### src/rtl/conm_test_monitor_pkg.sv
// Shared definitions for the CoNM test-status monitor: FSM encodings,
// default riscv-tests register indices and the SoC data width.
package conm_test_monitor_pkg;

    localparam int DATA_WIDTH   = 32;

    localparam int MON_DONE_REG = 26;
    localparam int MON_PASS_REG = 27;
    localparam int MON_TNUM_REG = 3;

    typedef enum logic [2:0] {
        MON_RUN     = 3'd0,
        MON_SETTLE  = 3'd1,
        MON_PASS    = 3'd2,
        MON_FAIL    = 3'd3,
        MON_TIMEOUT = 3'd4
    } mon_state_t;

endpackage

### src/rtl/conm_mon_hart_tracker.sv
// Per-hart shadow of the done / pass / test-number registers, loaded by
// snooping that hart's register-file write port.
module conm_mon_hart_tracker
    import conm_test_monitor_pkg::*;
#(
    parameter int DATA_W   = DATA_WIDTH,
    parameter int DONE_REG = MON_DONE_REG,
    parameter int PASS_REG = MON_PASS_REG,
    parameter int TNUM_REG = MON_TNUM_REG
) (
    input  logic              clk,
    input  logic              rst,
    input  logic              en,
    input  logic              we,
    input  logic [4:0]        waddr,
    input  logic [DATA_W-1:0] wdata,
    output logic              hart_done,
    output logic              hart_pass,
    output logic [DATA_W-1:0] tnum
);

    logic [DATA_W-1:0] done_sh_r;
    logic [DATA_W-1:0] pass_sh_r;
    logic [DATA_W-1:0] tnum_sh_r;
    logic              wr_ok_s;

    // x0 is hardwired zero in the core, so a write to it never reaches a shadow
    assign wr_ok_s = en && we && (waddr != 5'd0);

    // Shadow registers; frozen once the monitor has reached a verdict
    always_ff @(posedge clk) begin
        if (rst) begin
            done_sh_r <= {DATA_W{1'b0}};
            pass_sh_r <= {DATA_W{1'b0}};
            tnum_sh_r <= {DATA_W{1'b0}};
        end else if (wr_ok_s) begin
            if (waddr == 5'(DONE_REG)) done_sh_r <= wdata;
            if (waddr == 5'(PASS_REG)) pass_sh_r <= wdata;
            if (waddr == 5'(TNUM_REG)) tnum_sh_r <= wdata;
        end
    end

    assign hart_done = (done_sh_r == DATA_W'(1));
    assign hart_pass = (pass_sh_r == DATA_W'(1));
    assign tnum      = tnum_sh_r;

endmodule

### src/rtl/conm_test_monitor.sv
// Multi-hart riscv-tests status monitor producing sticky pass/fail/timeout
// verdicts. Define CONM_MON_TIMEOUT_EN to build the RUN-state timeout.
module conm_test_monitor
    import conm_test_monitor_pkg::*;
#(
    parameter int NUM_HARTS   = 1,
    parameter int DATA_W      = DATA_WIDTH,
    parameter int DONE_REG    = MON_DONE_REG,
    parameter int PASS_REG    = MON_PASS_REG,
    parameter int TNUM_REG    = MON_TNUM_REG,
    parameter int SETTLE_CYC  = 10,
    parameter int TIMEOUT_CYC = 10000,
    localparam int HART_W     = (NUM_HARTS > 1) ? $clog2(NUM_HARTS) : 1
) (
    input  logic                        clk,
    input  logic                        rst,
    input  logic [NUM_HARTS-1:0]        we_i,
    input  logic [5*NUM_HARTS-1:0]      waddr_i,
    input  logic [DATA_W*NUM_HARTS-1:0] wdata_i,
    output logic                        done_o,
    output logic                        pass_o,
    output logic                        fail_o,
    output logic                        timeout_o,
    output logic [HART_W-1:0]           fail_hart_o,
    output logic [DATA_W-1:0]           fail_tnum_o,
    output logic [31:0]                 cycle_cnt_o
);

    localparam logic [31:0] SETTLE_LAST = (SETTLE_CYC > 0) ? 32'(SETTLE_CYC - 1) : 32'd0;

    mon_state_t          state_r;
    logic [31:0]         cycle_cnt_r;
    logic [31:0]         settle_cnt_r;
    logic                done_r;
    logic                pass_r;
    logic                fail_r;
    logic                timeout_r;
    logic [HART_W-1:0]   fail_hart_r;
    logic [DATA_W-1:0]   fail_tnum_r;

    logic [NUM_HARTS-1:0] hart_done_s;
    logic [NUM_HARTS-1:0] hart_pass_s;
    logic [DATA_W-1:0]    tnum_s [NUM_HARTS];
    logic                 track_en_s;
    logic                 all_done_s;
    logic                 all_pass_s;
    logic                 timeout_hit_s;
    logic [31:0]          cnt_next_s;
    logic [HART_W-1:0]    fail_idx_s;
    logic [DATA_W-1:0]    fail_tnum_s;

    assign track_en_s = (state_r == MON_RUN) || (state_r == MON_SETTLE);

    for (genvar h = 0; h < NUM_HARTS; h++) begin : g_hart
        conm_mon_hart_tracker #(
            .DATA_W   (DATA_W),
            .DONE_REG (DONE_REG),
            .PASS_REG (PASS_REG),
            .TNUM_REG (TNUM_REG)
        ) u_tracker (
            .clk       (clk),
            .rst       (rst),
            .en        (track_en_s),
            .we        (we_i[h]),
            .waddr     (waddr_i[5*h +: 5]),
            .wdata     (wdata_i[DATA_W*h +: DATA_W]),
            .hart_done (hart_done_s[h]),
            .hart_pass (hart_pass_s[h]),
            .tnum      (tnum_s[h])
        );
    end

    assign all_done_s = &hart_done_s;
    assign all_pass_s = &hart_pass_s;
    assign cnt_next_s = (cycle_cnt_r == 32'hFFFF_FFFF) ? cycle_cnt_r : cycle_cnt_r + 32'd1;

`ifdef CONM_MON_TIMEOUT_EN
    localparam logic [31:0] TIMEOUT_LAST = 32'(TIMEOUT_CYC - 1);
    assign timeout_hit_s = (state_r == MON_RUN) && (cycle_cnt_r == TIMEOUT_LAST);
`else
    logic [31:0] unused_timeout_s;
    assign unused_timeout_s = 32'(TIMEOUT_CYC);
    assign timeout_hit_s    = 1'b0;
`endif

    // Lowest-index failing hart wins: scan downward so the last hit is the lowest
    always_comb begin
        fail_idx_s  = {HART_W{1'b0}};
        fail_tnum_s = {DATA_W{1'b0}};
        for (int h = NUM_HARTS - 1; h >= 0; h--) begin
            fail_idx_s  = hart_pass_s[h] ? fail_idx_s  : HART_W'(h);
            fail_tnum_s = hart_pass_s[h] ? fail_tnum_s : tnum_s[h];
        end
    end

    // Verdict FSM with counters and registered outputs
    always_ff @(posedge clk) begin
        if (rst) begin
            state_r      <= MON_RUN;
            cycle_cnt_r  <= 32'd0;
            settle_cnt_r <= 32'd0;
            done_r       <= 1'b0;
            pass_r       <= 1'b0;
            fail_r       <= 1'b0;
            timeout_r    <= 1'b0;
            fail_hart_r  <= {HART_W{1'b0}};
            fail_tnum_r  <= {DATA_W{1'b0}};
        end else begin
            case (state_r)
                MON_RUN: begin
                    cycle_cnt_r <= cnt_next_s;
                    if (all_done_s) begin
                        state_r      <= MON_SETTLE;
                        settle_cnt_r <= 32'd0;
                    end else if (timeout_hit_s) begin
                        state_r   <= MON_TIMEOUT;
                        timeout_r <= 1'b1;
                        done_r    <= 1'b1;
                    end
                end
                MON_SETTLE: begin
                    cycle_cnt_r <= cnt_next_s;
                    if (settle_cnt_r >= SETTLE_LAST) begin
                        done_r <= 1'b1;
                        if (all_pass_s) begin
                            state_r <= MON_PASS;
                            pass_r  <= 1'b1;
                        end else begin
                            state_r     <= MON_FAIL;
                            fail_r      <= 1'b1;
                            fail_hart_r <= fail_idx_s;
                            fail_tnum_r <= fail_tnum_s;
                        end
                    end else begin
                        settle_cnt_r <= settle_cnt_r + 32'd1;
                    end
                end
                MON_PASS, MON_FAIL, MON_TIMEOUT: begin
                    state_r <= state_r;
                end
                default: begin
                    state_r <= MON_RUN;
                end
            endcase
        end
    end

    assign done_o      = done_r;
    assign pass_o      = pass_r;
    assign fail_o      = fail_r;
    assign timeout_o   = timeout_r;
    assign fail_hart_o = fail_hart_r;
    assign fail_tnum_o = fail_tnum_r;
    assign cycle_cnt_o = cycle_cnt_r;

endmodule
### config.mk
export PLATFORM = sky130hd
export DESIGN_NAME = conm_test_monitor
export DESIGN_NICKNAME = d
export VERILOG_FILES = /design/src/rtl/conm_test_monitor_pkg.sv /design/src/rtl/conm_mon_hart_tracker.sv /design/src/rtl/conm_test_monitor.sv
export SDC_FILE = /design/constraint.sdc
export NUM_CORES = 1
export LEC_CHECK = 0
export CORE_MARGIN = 3
export CORE_UTILIZATION = 35
export DETAILED_ROUTE_END_ITERATION = 8
export HOLD_SLACK_MARGIN = 0.06
export RECOVER_POWER = 25
export SLEW_MARGIN = 25
export SYNTH_ARGS = -nofsm -noshare
export SYNTH_HDL_FRONTEND = slang
export SYNTH_SLANG_ARGS = --single-unit
export TNS_END_PERCENT = 30
### constraint.sdc
create_clock -name clk -period 3.4 [get_ports clk]
set_clock_uncertainty 0.1 [all_clocks]
set_input_delay 0.34 -clock clk [delete_from_list [all_inputs] [get_ports clk]]
set_output_delay 0.34 -clock clk [all_outputs]
set_load 0.02 [all_outputs]
==> reports/results.txt <==
Status - finished clean
CP Launch Type - register
Ant. Diodes - 0
PwrDens - 472 nW/um2
Longest Clk Path Bufs - 2
Final wirelength - 17,400 um
Root buffer cell - clkbuf_16
Mapped Area - 7460 um2
Critical register-to-register path startpoint - settle_cnt_r[0]
Cell Area, Placed - 8750 um2
Seq cells post-synth - 197
Die Span Y - 152 um
YS warnings - 0
Worst IR Drop VDD - 0.000320 V
Final Cell Area - 9310 um2
Post-synth top area cell - dfxtp_1
Top-area cell type share of the netlist area - 52.9%
Initial antenna violation count - 0
Max-cap violations - 0
RSZ-0062 raised after global routing - false
Area contributors post-synth - dfxtp_1 (53%), nand2_1 (11%), a21oi_1 (6.8%), nor2_1 (4.8%), mux2i_1 (4.7%)
Fin crit period - 2.32 ns
Setup Viol. Count Final - 0
Total GRT Usage - 14.8%
Share of cells above drive strength 1 - 6.11%
Relative slew slack - 52.5%
Latest clock arrival within the worst-skew pair - 0.43 ns
Post-DP HPWL - 11,700 um
Static leakage - 0.00335 uW
Synth unique cells - 48
CTS clk-pin slew, worst paths - 0.07 ns
Origin of the worst min-delay path - rst
I/O Buffers - 106
Critical path's slowest cell - dfxtp_1
DRC viols - 0
Total grt overflow - 0
Sequential area share after synthesis - 52.9%
Die Width - 152 um
CTS tree - built
Setup bufs post-CTS - 0
H-tree depth - 4
Rows - 52
Layout area overhead - 24.8%
Starting Density - 36.3%
Count of final hold-check violations - 0
Most common flop cell mapped by yosys - dfxtp_1
Crit path required time - 3.59 ns
Clock sinks - 197
Number of DRC markers in iteration 0 - 241
Arr. time, crit path - 2.50 ns
CP endpoint kind - register
Core Footprint - 20,600 um2
Worst path cell trace - inv_1, ha_1, nor3b_1, o2111ai_1, o21ai_0, nor2_4, buf_4, mux2i_1, nor2_1
CP Class - register to register
Min-Delay Path Class - input port to register
Vias post-DR - 5,911
Largest net degree at the start of global routing - 70
Cts hold-fix bufs - 0
Vias in the first global route - 5,513
Worst-margin pin slew - 0.712 ns
Final setup TNS - 0 ns
Final ANT Viol Nets - 0
Vias/cell - 4.79
Asr flop ratio synth - 0%
Max Fclk - 432 MHz
Post_cts resized - 0
Crit path max fanout - 20
Routed len/inst - 14.1 um
Hold_ws - 0.300 ns
CP peak stage delay - 0.43 ns
RD Place Congestion - 0.769
Cell family with most CP delay - compound AO/OA/AOI/OAI gates
Slew Viols, Final - 0
Wire length of the first global-routing pass - 28,600 um
Critical Path Start - settle_cnt_r[0]
Final Cycle Share - 68.1%
Buf+Inv Stages, Crit Path - 2
Final nets - 996
EDFF count, synth - 0
TritonCTS Buffers - 17
Initial DRT Pass Iterations - 5
Die ar. - 23,100 um2
Mean Syn Cell Area - 8.62 um2
Cells after Synth - 865
Top-Level Pins - 109
## worst reg2reg max path: stages (launching register included)
cell       delay [ns]
dfxtp_1          0.43
inv_1            0.07
ha_1             0.19
nor3b_1          0.13
o2111ai_1        0.27
o21ai_0          0.24
nor2_4           0.14
buf_4            0.33
mux2i_1          0.25
nor2_1           0.05
## sequential cells by signal (all words and copies together), names as in the netlist
register	count
g_hart.u_tracker.pass_sh_r	32
g_hart.u_tracker.tnum	32
pass_o	1
state_r	2
g_hart.u_tracker.done_sh_r	32
cycle_cnt_o	32
settle_cnt_r	32
fail_o	1
done_o	1
fail_tnum_o	32
## layout make-up
class                      count  area, um2
clock inverter                11       92.6
clock buffer                  21        470
inverter                       5       18.8
multi-input combinational    614       3310
sequential                   197       3940
tap                          270        338
timing repair buffer         117       1140
fill                        2073      11200
## worst paths after layout
check                     to  slack, ns  cells past startpoint
max reg2reg  fail_tnum_o[18]       1.08                      9
min reg2reg           pass_o       0.35                      2
max          fail_tnum_o[18]       1.08                      9
min           cycle_cnt_o[0]       0.30                      2
## cell families after synthesis
logic type / Yosys count / synth area share (%)
XOR/XNOR: 30 / 3.52
multiplexers: 35 / 4.70
AO/OA/AOI/OAI: 117 / 8.74
buffers and inverters: 55 / 3.09
other: 1 / 0.0503
AND/OR/NAND/NOR: 426 / 26.3
adder cells (fa/ha/maj): 4 / 0.671
flip-flops: 197 / 52.9
## synth_stat cells (2+ instances only)
master,n
nor4_1,22
or3_1,4
inv_1,5
nor3_1,3
and3_1,13
ha_1,4
nand2b_1,2
nand2_1,209
clkbuf_1,43
xor2_1,22
o21ai_0,2
xnor2_1,8
and2_1,23
nor2_1,95
dfxtp_1,197
nand4_2,2
mux2i_1,35
nand4_1,15
a41oi_1,4
nor4b_1,2
nand3_1,15
buf_4,6
nor3b_1,2
or2_2,3
a31oi_1,4
a21oi_1,101
and4_1,3
## power by group
group          total (uW)  internal, uW  switching [uW]
clock network        1910          1010             898
logic                 156          63.0            92.8
registers            2320          2320            7.86
## placed cells by master (no fill, tap or decap), types with 3 or more instances in the layout
cell             count
a21oi_1            101
a31oi_1              4
a41oi_1              4
and2_1              23
and3_1              13
and4_1               3
buf_4               11
clkbuf_16           17
clkbuf_8             3
clkdlybuf4s50_1     59
clkinv_2             4
dfxtp_1            197
dlygate4sd3_1       46
ha_1                 4
inv_1                5
inv_6                3
mux2i_1             35
nand2_1            209
nand3_1             15
nand4_1             15
nor2_1              94
nor3_1               3
nor4_1              21
or2_2                3
or3_1                4
xnor2_1              8
xor2_1              22
## routing by layer
| metal | vias to the layer above | share of wire [%] | GRT usage [%] |
|---|---|---|---|
| met5 | - | 0 | 0 |
| met4 | 0 | 1.2 | 4.15 |
| met3 | 14 | 3.5 | 3.81 |
| met2 | 96 | 47 | 23.4 |
| met1 | 2735 | 48 | 20.0 |
| li1 | 3066 | - | - |
## per-stage QoR
| step | instances | setup WS [ns] | util (%) | power (uW) |
|---|---|---|---|---|
| 2_1_floorplan | 866 | 1.37 | - | 2450 |
| 3_3_place_gp | 1203 | 1.03 | 42.6 | 2540 |
| 3_5_place_dp | 1203 | 1.01 | 42.6 | 2540 |
| 4_1_cts | 1235 | 1.09 | 45.3 | 4450 |
| 5_1_grt | 1235 | 0.871 | 45.3 | 4570 |
| 6_report | 1235 | 1.08 | 45.3 | 4390 |
No activity file was read; power rests on OpenSTA's default activity.
